==> config.mk <==
export PLATFORM = sky130hd
export DESIGN_NAME = usbh_data_tx_seq_flat
export DESIGN_NICKNAME = d
export VERILOG_FILES = /design/src/rtl/usbh_data_tx_seq_if.sv /design/src/rtl/usbh_data_tx_seq.sv /design/src/flat_wrapper.sv
export SDC_FILE = /design/constraint.sdc
export NUM_CORES = 1
export LEC_CHECK = 0
export CAP_MARGIN = 5
export CORE_ASPECT_RATIO = 2
export CORE_MARGIN = 2
export CORE_UTILIZATION = 45
export CTS_BUF_LIST = sky130_fd_sc_hd__clkbuf_8
export DETAILED_ROUTE_END_ITERATION = 10
export DONT_BUFFER_PORTS = 1
export PLACE_DENSITY_LB_ADDON = 0.2
export SLEW_MARGIN = 0
export SYNTH_ARGS = -nofsm -noshare
export SYNTH_HDL_FRONTEND = slang
export SYNTH_HIERARCHICAL = 1
export SYNTH_SLANG_ARGS = --single-unit
==> constraint.sdc <==
create_clock -name clk_i -period 1.9 [get_ports clk_i]
set_input_delay 0.38 -clock clk_i [delete_from_list [all_inputs] [get_ports clk_i]]
set_output_delay 0.38 -clock clk_i [all_outputs]
set_load 0.005 [all_outputs]
==> src/rtl/usbh_data_tx_seq_if.sv <==
// Byte-stream bundle between the transfer engine, the DATA packet sequencer
// and the TX serializer. The slave side is the sequencer; the master side
// drives the control, payload source and serializer-ready signals.
interface usbh_data_tx_seq_if #(
  parameter int LEN_W = 10
);
  // packet control
  logic             start_i;
  logic [7:0]       pid_i;
  logic [LEN_W-1:0] len_i;
  logic             abort_i;
  // payload source
  logic [7:0]       in_data_i;
  logic             in_valid_i;
  logic             in_ready_o;
  // serializer sink
  logic [7:0]       tx_data_o;
  logic             tx_valid_o;
  logic             tx_ready_i;
  logic             tx_last_o;
  // status
  logic             busy_o;
  logic             done_o;
  logic             aborted_o;

  modport slave (
    input  start_i, pid_i, len_i, abort_i,
    input  in_data_i, in_valid_i, tx_ready_i,
    output in_ready_o, tx_data_o, tx_valid_o, tx_last_o,
    output busy_o, done_o, aborted_o
  );

  modport master (
    output start_i, pid_i, len_i, abort_i,
    output in_data_i, in_valid_i, tx_ready_i,
    input  in_ready_o, tx_data_o, tx_valid_o, tx_last_o,
    input  busy_o, done_o, aborted_o
  );
endinterface

==> src/rtl/usbh_data_tx_seq.sv <==
// USB DATA packet sequencer: PID, payload pass-through, then inverted CRC16
// (low byte first). The CRC is the USB reflected CRC16 (poly 0x8005, LSB-first)
// held in crc_q and advanced only on accepted payload bytes.

// One-byte step of the reflected USB CRC16, data bits consumed LSB first.
module usbh_crc16 (
  input  logic [15:0] crc_i,
  input  logic [7:0]  data_i,
  output logic [15:0] crc_o
);
  logic [15:0] c;

  // Eight serial shift/xor steps unrolled into one combinational stage
  always_comb begin
    c = crc_i;
    for (int b = 0; b < 8; b++) begin
      if (c[0] ^ data_i[b]) c = (c >> 1) ^ 16'hA001;
      else                  c = c >> 1;
    end
    crc_o = c;
  end
endmodule

module usbh_data_tx_seq #(
  parameter int MAX_LEN = 1023,
  parameter int LEN_W   = $clog2(MAX_LEN + 1)
) (
  input  logic clk_i,
  input  logic rst_ni,
  usbh_data_tx_seq_if.slave bus
);
  localparam logic [2:0] S_IDLE   = 3'd0;
  localparam logic [2:0] S_PID    = 3'd1;
  localparam logic [2:0] S_DATA   = 3'd2;
  localparam logic [2:0] S_CRC_LO = 3'd3;
  localparam logic [2:0] S_CRC_HI = 3'd4;

  localparam logic [15:0] CRC_SEED = 16'hFFFF;

  logic [2:0]       state_q, state_d;
  logic [7:0]       pid_q, pid_d;
  logic [LEN_W-1:0] rem_q, rem_d;
  logic [15:0]      crc_q, crc_d;
  logic             done_q, done_d;
  logic             aborted_q, aborted_d;

  logic [15:0]      crc_nxt;
  logic [7:0]       tx_data;
  logic             tx_valid;
  logic             tx_last;
  logic             in_ready;
  logic             tx_hs;

  usbh_crc16 u_crc (
    .crc_i  (crc_q),
    .data_i (bus.in_data_i),
    .crc_o  (crc_nxt)
  );

  // Output mux: every byte source is selected by state alone, so the PID and
  // CRC bytes hold naturally while the serializer stalls. DATA is a straight
  // combinational pass-through in both directions.
  always_comb begin
    tx_data  = 8'h00;
    tx_valid = 1'b0;
    tx_last  = 1'b0;
    in_ready = 1'b0;
    case (state_q)
      S_PID: begin
        tx_data  = pid_q;
        tx_valid = 1'b1;
      end
      S_DATA: begin
        tx_data  = bus.in_data_i;
        tx_valid = bus.in_valid_i;
        in_ready = bus.tx_ready_i;
      end
      S_CRC_LO: begin
        tx_data  = ~crc_q[7:0];
        tx_valid = 1'b1;
      end
      S_CRC_HI: begin
        tx_data  = ~crc_q[15:8];
        tx_valid = 1'b1;
        tx_last  = 1'b1;
      end
      default: ;
    endcase
  end

  assign tx_hs = tx_valid & bus.tx_ready_i;

  // Next-state: packet sequencing, CRC/length bookkeeping, and the abort
  // override which wins over any completion in the same cycle.
  always_comb begin
    state_d   = state_q;
    pid_d     = pid_q;
    rem_d     = rem_q;
    crc_d     = crc_q;
    done_d    = 1'b0;
    aborted_d = 1'b0;
    case (state_q)
      S_IDLE: begin
        if (bus.start_i && !bus.abort_i) begin
          pid_d   = bus.pid_i;
          rem_d   = bus.len_i;
          crc_d   = CRC_SEED;
          state_d = S_PID;
        end
      end
      S_PID: begin
        if (tx_hs) state_d = (rem_q == '0) ? S_CRC_LO : S_DATA;
      end
      S_DATA: begin
        // rem_q >= 1 whenever DATA is entered, so the decrement cannot wrap
        if (tx_hs) begin
          crc_d = crc_nxt;
          rem_d = rem_q - 1'b1;
          if (rem_q == LEN_W'(1)) state_d = S_CRC_LO;
        end
      end
      S_CRC_LO: begin
        if (tx_hs) state_d = S_CRC_HI;
      end
      S_CRC_HI: begin
        if (tx_hs) begin
          state_d = S_IDLE;
          done_d  = 1'b1;
        end
      end
      default: state_d = S_IDLE;
    endcase
    if (state_q != S_IDLE && bus.abort_i) begin
      state_d   = S_IDLE;
      done_d    = 1'b0;
      aborted_d = 1'b1;
    end
  end

  // State registers; reset drops straight to IDLE without status pulses
  always_ff @(posedge clk_i or negedge rst_ni) begin
    if (!rst_ni) begin
      state_q   <= S_IDLE;
      pid_q     <= 8'h00;
      rem_q     <= '0;
      crc_q     <= CRC_SEED;
      done_q    <= 1'b0;
      aborted_q <= 1'b0;
    end else begin
      state_q   <= state_d;
      pid_q     <= pid_d;
      rem_q     <= rem_d;
      crc_q     <= crc_d;
      done_q    <= done_d;
      aborted_q <= aborted_d;
    end
  end

  assign bus.tx_data_o  = tx_data;
  assign bus.tx_valid_o = tx_valid;
  assign bus.tx_last_o  = tx_last;
  assign bus.in_ready_o = in_ready;
  assign bus.busy_o     = (state_q != S_IDLE);
  assign bus.done_o     = done_q;
  assign bus.aborted_o  = aborted_q;
endmodule

==> src/flat_wrapper.sv <==
// flat-port wrapper written by rule: the top's interface ports become plain ports
module usbh_data_tx_seq_flat 
#(
  parameter int MAX_LEN = 1023,
  parameter int LEN_W   = $clog2(MAX_LEN + 1)
)
  (clk_i, rst_ni, bus_start_i, bus_pid_i, bus_len_i, bus_abort_i, bus_in_data_i, bus_in_valid_i, bus_tx_ready_i, bus_in_ready_o, bus_tx_data_o, bus_tx_valid_o, bus_tx_last_o, bus_busy_o, bus_done_o, bus_aborted_o);
  usbh_data_tx_seq_if #(.LEN_W(LEN_W)) bus_i ();
  input  logic clk_i;
  input  logic rst_ni;
  input wire logic [$bits(bus_i.start_i)-1:0] bus_start_i;
  input wire logic [$bits(bus_i.pid_i)-1:0] bus_pid_i;
  input wire logic [$bits(bus_i.len_i)-1:0] bus_len_i;
  input wire logic [$bits(bus_i.abort_i)-1:0] bus_abort_i;
  input wire logic [$bits(bus_i.in_data_i)-1:0] bus_in_data_i;
  input wire logic [$bits(bus_i.in_valid_i)-1:0] bus_in_valid_i;
  input wire logic [$bits(bus_i.tx_ready_i)-1:0] bus_tx_ready_i;
  output wire logic [$bits(bus_i.in_ready_o)-1:0] bus_in_ready_o;
  output wire logic [$bits(bus_i.tx_data_o)-1:0] bus_tx_data_o;
  output wire logic [$bits(bus_i.tx_valid_o)-1:0] bus_tx_valid_o;
  output wire logic [$bits(bus_i.tx_last_o)-1:0] bus_tx_last_o;
  output wire logic [$bits(bus_i.busy_o)-1:0] bus_busy_o;
  output wire logic [$bits(bus_i.done_o)-1:0] bus_done_o;
  output wire logic [$bits(bus_i.aborted_o)-1:0] bus_aborted_o;
  assign bus_i.start_i = bus_start_i;
  assign bus_i.pid_i = bus_pid_i;
  assign bus_i.len_i = bus_len_i;
  assign bus_i.abort_i = bus_abort_i;
  assign bus_i.in_data_i = bus_in_data_i;
  assign bus_i.in_valid_i = bus_in_valid_i;
  assign bus_i.tx_ready_i = bus_tx_ready_i;
  assign bus_in_ready_o = bus_i.in_ready_o;
  assign bus_tx_data_o = bus_i.tx_data_o;
  assign bus_tx_valid_o = bus_i.tx_valid_o;
  assign bus_tx_last_o = bus_i.tx_last_o;
  assign bus_busy_o = bus_i.busy_o;
  assign bus_done_o = bus_i.done_o;
  assign bus_aborted_o = bus_i.aborted_o;
  usbh_data_tx_seq #(.MAX_LEN(MAX_LEN), .LEN_W(LEN_W)) u_core (.clk_i(clk_i), .rst_ni(rst_ni), .bus(bus_i));
endmodule
==> impl_metrics.py, run 1 <==
metrics = {
    "run_status": {
        "status": "finished, violations left",
        "violations": "setup timing",
    },
    "cells_and_area": {
        "antennaDiodeCount": 0,
        "instances_no_fill": 347,
        "drive_gt1_frac": 0.391,
        "num-nets-final": 323,
        "area_growth_pct": 27.1,
    },
    "sta": {
        "maxSlewViolCount": 0,
        "grt_setup_unrepaired": "true",
        "setup_tns_ns": -0.00549,
        "skew_ns": 0.00152,
        "period_minus_slack_ns": 1.91,
        "tightest_slew_ns": 0.512,
        "setup-violations-final": 1,
        "max_freq_ghz": 0.525,
        "finalCritPeriodShare": 1.00,
        "finalHoldViolCount": 0,
        "fin_ws_ns": -0.00549,
        "slew_headroom": 0.657,
    },
    "routing": {
        "vias_per_cell": 5.91,
        "first_pass_iters": 4,
        "drcViolationCount": 0,
        "antenna_left": 0,
        "drt-total-wl_microns": 6670,
        "wire_per_inst_microns": 19.2,
        "first_iter_violations": 61,
        "num_vias": 2051,
    },
    "cts": {
        "clkTransAtPathRegs_ns": 0.08,
        "cts_buffer_depth": 2,
        "cts_tree": "done",
        "numCtsBuffers": 5,
        "cts_sinks": 39,
        "clk_latency_ns": 0.30,
        "htree_levels": 2,
        "clockRootBuffer": "clkbuf_8",
    },
    "floorplanning": {
        "core_area_sq_um": 5180,
        "row_count": 37,
        "die_w_microns": 56.0,
        "io_pins": 46,
        "initial_utilization": 0.470,
        "die_area_sq_um": 6050,
        "die_h_microns": 108,
    },
    "job": {
        "cap_viol_max_count": 0,
    },
    "power": {
        "seqPwrFrac": 0.407,
        "ir_drop_mv": 0.691,
        "p_switching_uw": 871,
        "p_clk_frac": 0.263,
        "leakage_uw": 0.00124,
        "switching_share": 0.322,
        "intPower_uw": 1830,
        "p_per_area_nw_per_um2": 873,
        "p_comb_frac": 0.330,
    },
    "logic_synthesis": {
        "synth-async-reset-ratio": 1.00,
        "synth_top_cells_by_count": "40 x nor2_1, 23 x dfrtp_1, 21 x nor3_1",
        "synth_edf_count": 0,
        "synth.area.top_cells": "dfrtp_1 24%, dfstp_2 17%, nor2_1 6.2%",
        "synth_top_cell_by_area": "dfrtp_1",
        "mappedNetlistArea_sq_um": 2440,
        "synth_cells": 266,
        "synth_top_flop_cell": "dfrtp_1",
        "syn-num-nets": 301,
        "synth_top_area_frac": 0.236,
        "synth_seq_cells": 39,
        "ys_seq_area_frac": 0.409,
        "yosysWarningCount": 6,
        "synth_most_common_cell": "nor2_1",
        "netlist-cell-type-count": 44,
        "avgSynthCellArea_sq_um": 9.16,
    },
    "grt": {
        "grt_first_pass_wirelength_microns": 10500,
        "grt_usage": 0.229,
        "grt_pass1_vias": 2128,
        "grt_overflow_total": 0,
        "grt_max_degree": 40,
        "antenna_found_initial": 0,
    },
    "placed_design": {
        "dpl.cell_count": 331,
        "dp_hpwl_microns": 4760,
        "io_buffers": 0,
        "gp_congestion": 0.831,
    },
    "critical_path": {
        "arrival_ns": 2.15,
        "cp-end-kind": "flip-flop",
        "critPathRequiredTime_ns": 2.14,
        "startpoint_type": "flip-flop",
        "crit_path_max_fanout": 3,
        "path_class": "reg2reg",
    },
    "hold_path": {
        "hold_path.class": "in2reg",
    },
}
## worst paths after layout
kind,start,to,slack (ns),depth (start not counted)
worst max-delay path,u_core/crc_q[1]$_DFFE_PN1P_,u_core/crc_q[15]$_DFFE_PN1P_,-0.005,6
worst min-delay path,bus_abort_i,u_core/bus.done_o$_DFF_PN0_,0.13,1
worst max register to register,u_core/crc_q[1]$_DFFE_PN1P_,u_core/crc_q[15]$_DFFE_PN1P_,-0.005,6
worst min register to register,u_core/pid_q[1]$_DFFE_PN0P_,u_core/pid_q[1]$_DFFE_PN0P_,0.51,1
max in group asynchronous,rst_ni,u_core/crc_q[7]$_DFFE_PN1P_,1.09,2
min in group asynchronous,rst_ni,u_core/rem_q[7]$_DFFE_PN0P_,0.55,2
## routing by layer
metal	global-route usage	wire [microns]	up-vias
met4	0.143	296	0
met2	0.419	3800	41
met1	0.223	2310	1015
met3	0.0610	257	17
li1	-	-	978
met5	0	0	-
## cell type report
cell class	count	area (sq um)
Clock inverter	3	43.8
Sequential cell	39	996
Tap cell	58	72.6
Clock buffer	5	68.8
Inverter	13	48.8
Multi-Input combinational cell	192	1510
Fill cell	464	2090
Timing Repair Buffer	37	358
## power groups by stage
stage                     Combinational, uW  Sequential, uW  Clock (uW)
after global routing                    968            1120         761
after floorplan                         528            1070           0
after CTS                               815            1090         734
after detailed placement                758            1110           0
after global placement                  747            1100           0
final                                   892            1100         711
## cells in the final DEF (no fill, tap or decap), drive strengths merged, types with 8 or more instances in the layout
| cell | synthesis | layout |
|---|---|---|
| mux2 | 8 | 8 |
| nand2 | 8 | 8 |
| buf | 7 | 36 |
| xnor2 | 15 | 15 |
| mux2i | 8 | 8 |
| nor2 | 40 | 40 |
| dfrtp | 23 | 23 |
| a22oi | 11 | 11 |
| dfstp | 16 | 16 |
| a21oi | 11 | 11 |
| nor3 | 21 | 21 |
| inv | 13 | 13 |
## logic make-up (layout without fill, tap and decap cells)
kind of cell,after synthesis,count (layout),synth area share
muxes,16,16,0.0699
buffers and inverters,35,58,0.0616
DFF,39,39,0.409
xor gates and xnor gates,22,22,0.0914
AOI/OAI and AO/OA,53,53,0.149
and+or+nand+nor,98,98,0.204
adders and majority gates,3,3,0.0154
## through the flow
| step | hold slack [ns] | util | instance area, sq um | setup slack [ns] | total power, uW |
|---|---|---|---|---|---|
| after floorplan | 0.0844 | - | 2460 | 0.00464 | 1600 |
| after global placement | 0.0855 | 0.519 | 2690 | -0.000343 | 1850 |
| after detailed placement | 0.0857 | 0.519 | 2690 | -0.0329 | 1870 |
| after CTS | 0.120 | 0.563 | 2920 | -0.0231 | 2640 |
| after global routing | 0.115 | 0.597 | 3100 | -0.0953 | 2850 |
| final | 0.131 | 0.597 | 3100 | -0.00549 | 2700 |
## critical path, stage by stage (launching register included)
cell and delay [ns]:
dfstp_2 0.56, xnor2_2 0.18, xnor2_2 0.17, xor3_2 0.52, xnor2_2 0.16, nor3_2 0.19, nor2_1 0.06
## sequential cells by signal, indices dropped and copies added (netlist names)
name                  flops
u_core/crc_q             16
u_core/rem_q             10
u_core/pid_q              8
u_core/state_q            3
u_core/bus.aborted_o      1
u_core/bus.done_o         1
## repair_timing
item                                    in CTS  in global routing
gates resized for setup                     10                 27
hold buffers                                 2                  0
endpoints found under the hold margin       39                  0
setup buffers                                3                  3
pin swaps                                    6                 14
endpoints found under the setup margin      13                 22
(Power assumes the default switching activity.)
==> run 2: changes to the inputs <==
--- a/config.mk
+++ b/config.mk
@@ -12,7 +12,6 @@
 export CTS_BUF_LIST = sky130_fd_sc_hd__clkbuf_8
 export DETAILED_ROUTE_END_ITERATION = 10
 export DONT_BUFFER_PORTS = 1
-export PLACE_DENSITY_LB_ADDON = 0.2
 export SLEW_MARGIN = 0
 export SYNTH_ARGS = -nofsm -noshare
 export SYNTH_HDL_FRONTEND = slang
==> impl_metrics.py, run 2 (synthesis gave the netlist of run 1 again) <==
metrics = {
    "floorplanning": {
        "core_area_sq_um": 5180,
        "io_pins": 46,
        "initial_utilization": 0.470,
        "die_w_microns": 56.0,
        "die_h_microns": 108,
        "row_count": 37,
        "die_area_sq_um": 6050,
    },
    "critical_path": {
        "critPathRequiredTime_ns": 1.52,
        "startpoint_type": "flip-flop",
        "critical_path.cell_chain": "buf_6 > buf_8 > or3_4 > a21oi_2",
        "slowest_stage": "dfrtp_2",
        "arrival_ns": 1.52,
        "cp-end-kind": "primary output",
        "path_class": "reg2out",
        "cpPeakStageDelay_ns": 0.45,
        "crit_path_max_fanout": 7,
    },
    "sta": {
        "period_minus_slack_ns": 1.90,
        "tightest_slew_ns": 0.471,
        "fin_ws_ns": -0.000465,
        "grt_setup_unrepaired": "true",
        "finalCritPeriodShare": 1.00,
        "maxSlewViolCount": 0,
        "finalHoldViolCount": 0,
        "slew_headroom": 0.683,
        "setup-violations-final": 1,
        "max_freq_ghz": 0.526,
        "skew_ns": 0.00380,
    },
    "placed_design": {
        "dpl_worst_slack_ns": -0.0200,
        "dp_hpwl_microns": 4800,
        "gp_congestion": 0.839,
        "placed_area_sq_um": 2670,
        "io_buffers": 0,
    },
    "power": {
        "power_uw": 2550,
        "leakage_uw": 0.00125,
        "p_per_area_nw_per_um2": 821,
        "ir_drop_mv": 0.665,
    },
    "cts": {
        "cts_buffer_depth": 2,
        "clk_latency_ns": 0.29,
        "clockRootBuffer": "clkbuf_8",
        "cts_tree": "done",
        "numCtsBuffers": 5,
        "cts_sinks": 39,
        "clkTransAtPathRegs_ns": 0.08,
        "htree_levels": 2,
    },
    "cells_and_area": {
        "design_area_sq_um": 3110,
        "largest_reg_flops": 16,
        "antennaDiodeCount": 0,
        "top_register": "u_core/crc_q",
        "reg_top3": "u_core/crc_q x16, u_core/rem_q x10, u_core/pid_q x8",
        "multi_input_area_sq_um": 1530,
        "area_growth_pct": 27.6,
        "num-nets-final": 331,
        "drive_gt1_frac": 0.414,
        "final_cell_mix": "40 x nor2_1, 36 x buf_4, 22 x dfrtp_1",
        "seqCellArea_sq_um": 997,
        "layout_commonest_cell": "nor2_1",
        "fillers": 462,
    },
    "run_status": {
        "violations": "setup timing",
        "status": "finished, violations left",
    },
    "routing": {
        "vias_per_cell": 5.84,
        "num_vias": 2072,
        "wire_per_inst_microns": 18.9,
        "antenna_left": 0,
        "drcViolationCount": 0,
        "first_pass_iters": 4,
        "first_iter_violations": 61,
        "drt-total-wl_microns": 6700,
    },
    "grt": {
        "grt_pass1_vias": 2146,
        "antenna_found_initial": 0,
        "grt_overflow_total": 0,
        "grt_max_degree": 40,
        "grt_usage": 0.233,
        "grt_first_pass_wirelength_microns": 10800,
    },
    "job": {
        "cap_viol_max_count": 0,
    },
    "hold_path": {
        "hold_path.class": "in2reg",
    },
}
run 2: changes by cell type in the layout (fill, tap and decap cells not counted), moves of 2 or more:
cell / previous run / this run
a22oi_1: 7 / 3
a22oi_2: 4 / 8
buf_12: 5 / 2
buf_4: 27 / 36
clkinv_2: 1 / 3
xor2_2: 0 / 2
run 2: stage by stage:
step	utilization	setup TNS (ns)	hold slack, ns	std cells
2_1_floorplan	-	0	0.0844	266
5_1_grt	0.599	-0.428	0.126	355
4_1_cts	0.574	-0.0127	0.133	348
3_5_place_dp	0.516	-0.0479	0.0857	332
6_report	0.599	-0.000465	0.143	355
3_3_place_gp	0.516	0	0.0856	332
run 2: what timing repair did:
| item | 4_1_cts | 5_1_grt |
|---|---|---|
| gates resized for setup | 28 | 15 |
| setup buffers | 5 | 7 |
| pin swaps | 11 | 14 |
| endpoints found under the setup margin | 13 | 24 |
| cloned | 1 | 0 |
| hold buffers | 2 | 0 |
| endpoints found under the hold margin | 39 | 0 |
run 2: path summary, 6_finish.rpt:
kind                                               start                            end  slack, ns  cells past startpoint
max                        u_core/state_q[1]$_DFFE_PN0P_               bus_tx_data_o[1]    -0.0005                      4
min reg2reg                  u_core/pid_q[0]$_DFFE_PN0P_    u_core/pid_q[0]$_DFFE_PN0P_       0.52                      1
max reg2reg                  u_core/rem_q[5]$_DFFE_PN0P_    u_core/rem_q[9]$_DFFE_PN0P_       0.03                      4
max in group asynchronous                         rst_ni    u_core/crc_q[6]$_DFFE_PN1P_       1.08                      2
min in group asynchronous                         rst_ni    u_core/pid_q[2]$_DFFE_PN0P_       0.54                      2
min                                          bus_abort_i  u_core/state_q[2]$_DFFE_PN0P_       0.14                      1
run 2: critical path: cells and delay by family (launching register included):
kind | cells | cell delay, ns
compound gates | 1 | 0.17
buf+inv | 2 | 0.29
flops | 1 | 0.45
simple gates | 1 | 0.33
run 2: power by group:
group	total, uW	internal [uW]	switching (uW)
registers	1090	979	113
clock network	552	251	301
logic	906	473	433
total	2550	1700	847
run 2: layout make-up:
type	count	share of cell area
sequential	39	0.321
timing repair buffer	44	0.122
inverter	13	0.0157
multi-input combinational	193	0.491
clock inverter	3	0.00483
clock buffer	5	0.0221
tap	58	0.0233
run 2: layer usage:
metal  share of wire  global-route usage  vias to the layer above
met5               0                   0                        -
li1                -                   -                      988
met3           0.038              0.0383                       14
met2            0.58               0.445                       48
met1            0.35               0.238                     1022
met4           0.030               0.116                        0
==> run 3: changes to the inputs <==
--- a/config.mk
+++ b/config.mk
@@ -5,6 +5,7 @@
 export SDC_FILE = /design/constraint.sdc
 export NUM_CORES = 1
 export LEC_CHECK = 0
+export ABC_CLOCK_PERIOD_IN_PS = 1900
 export CAP_MARGIN = 5
 export CORE_ASPECT_RATIO = 2
 export CORE_MARGIN = 2
==> results of run 3 <==
The final DEF is identical to that of run 2; final timing and power are the same.
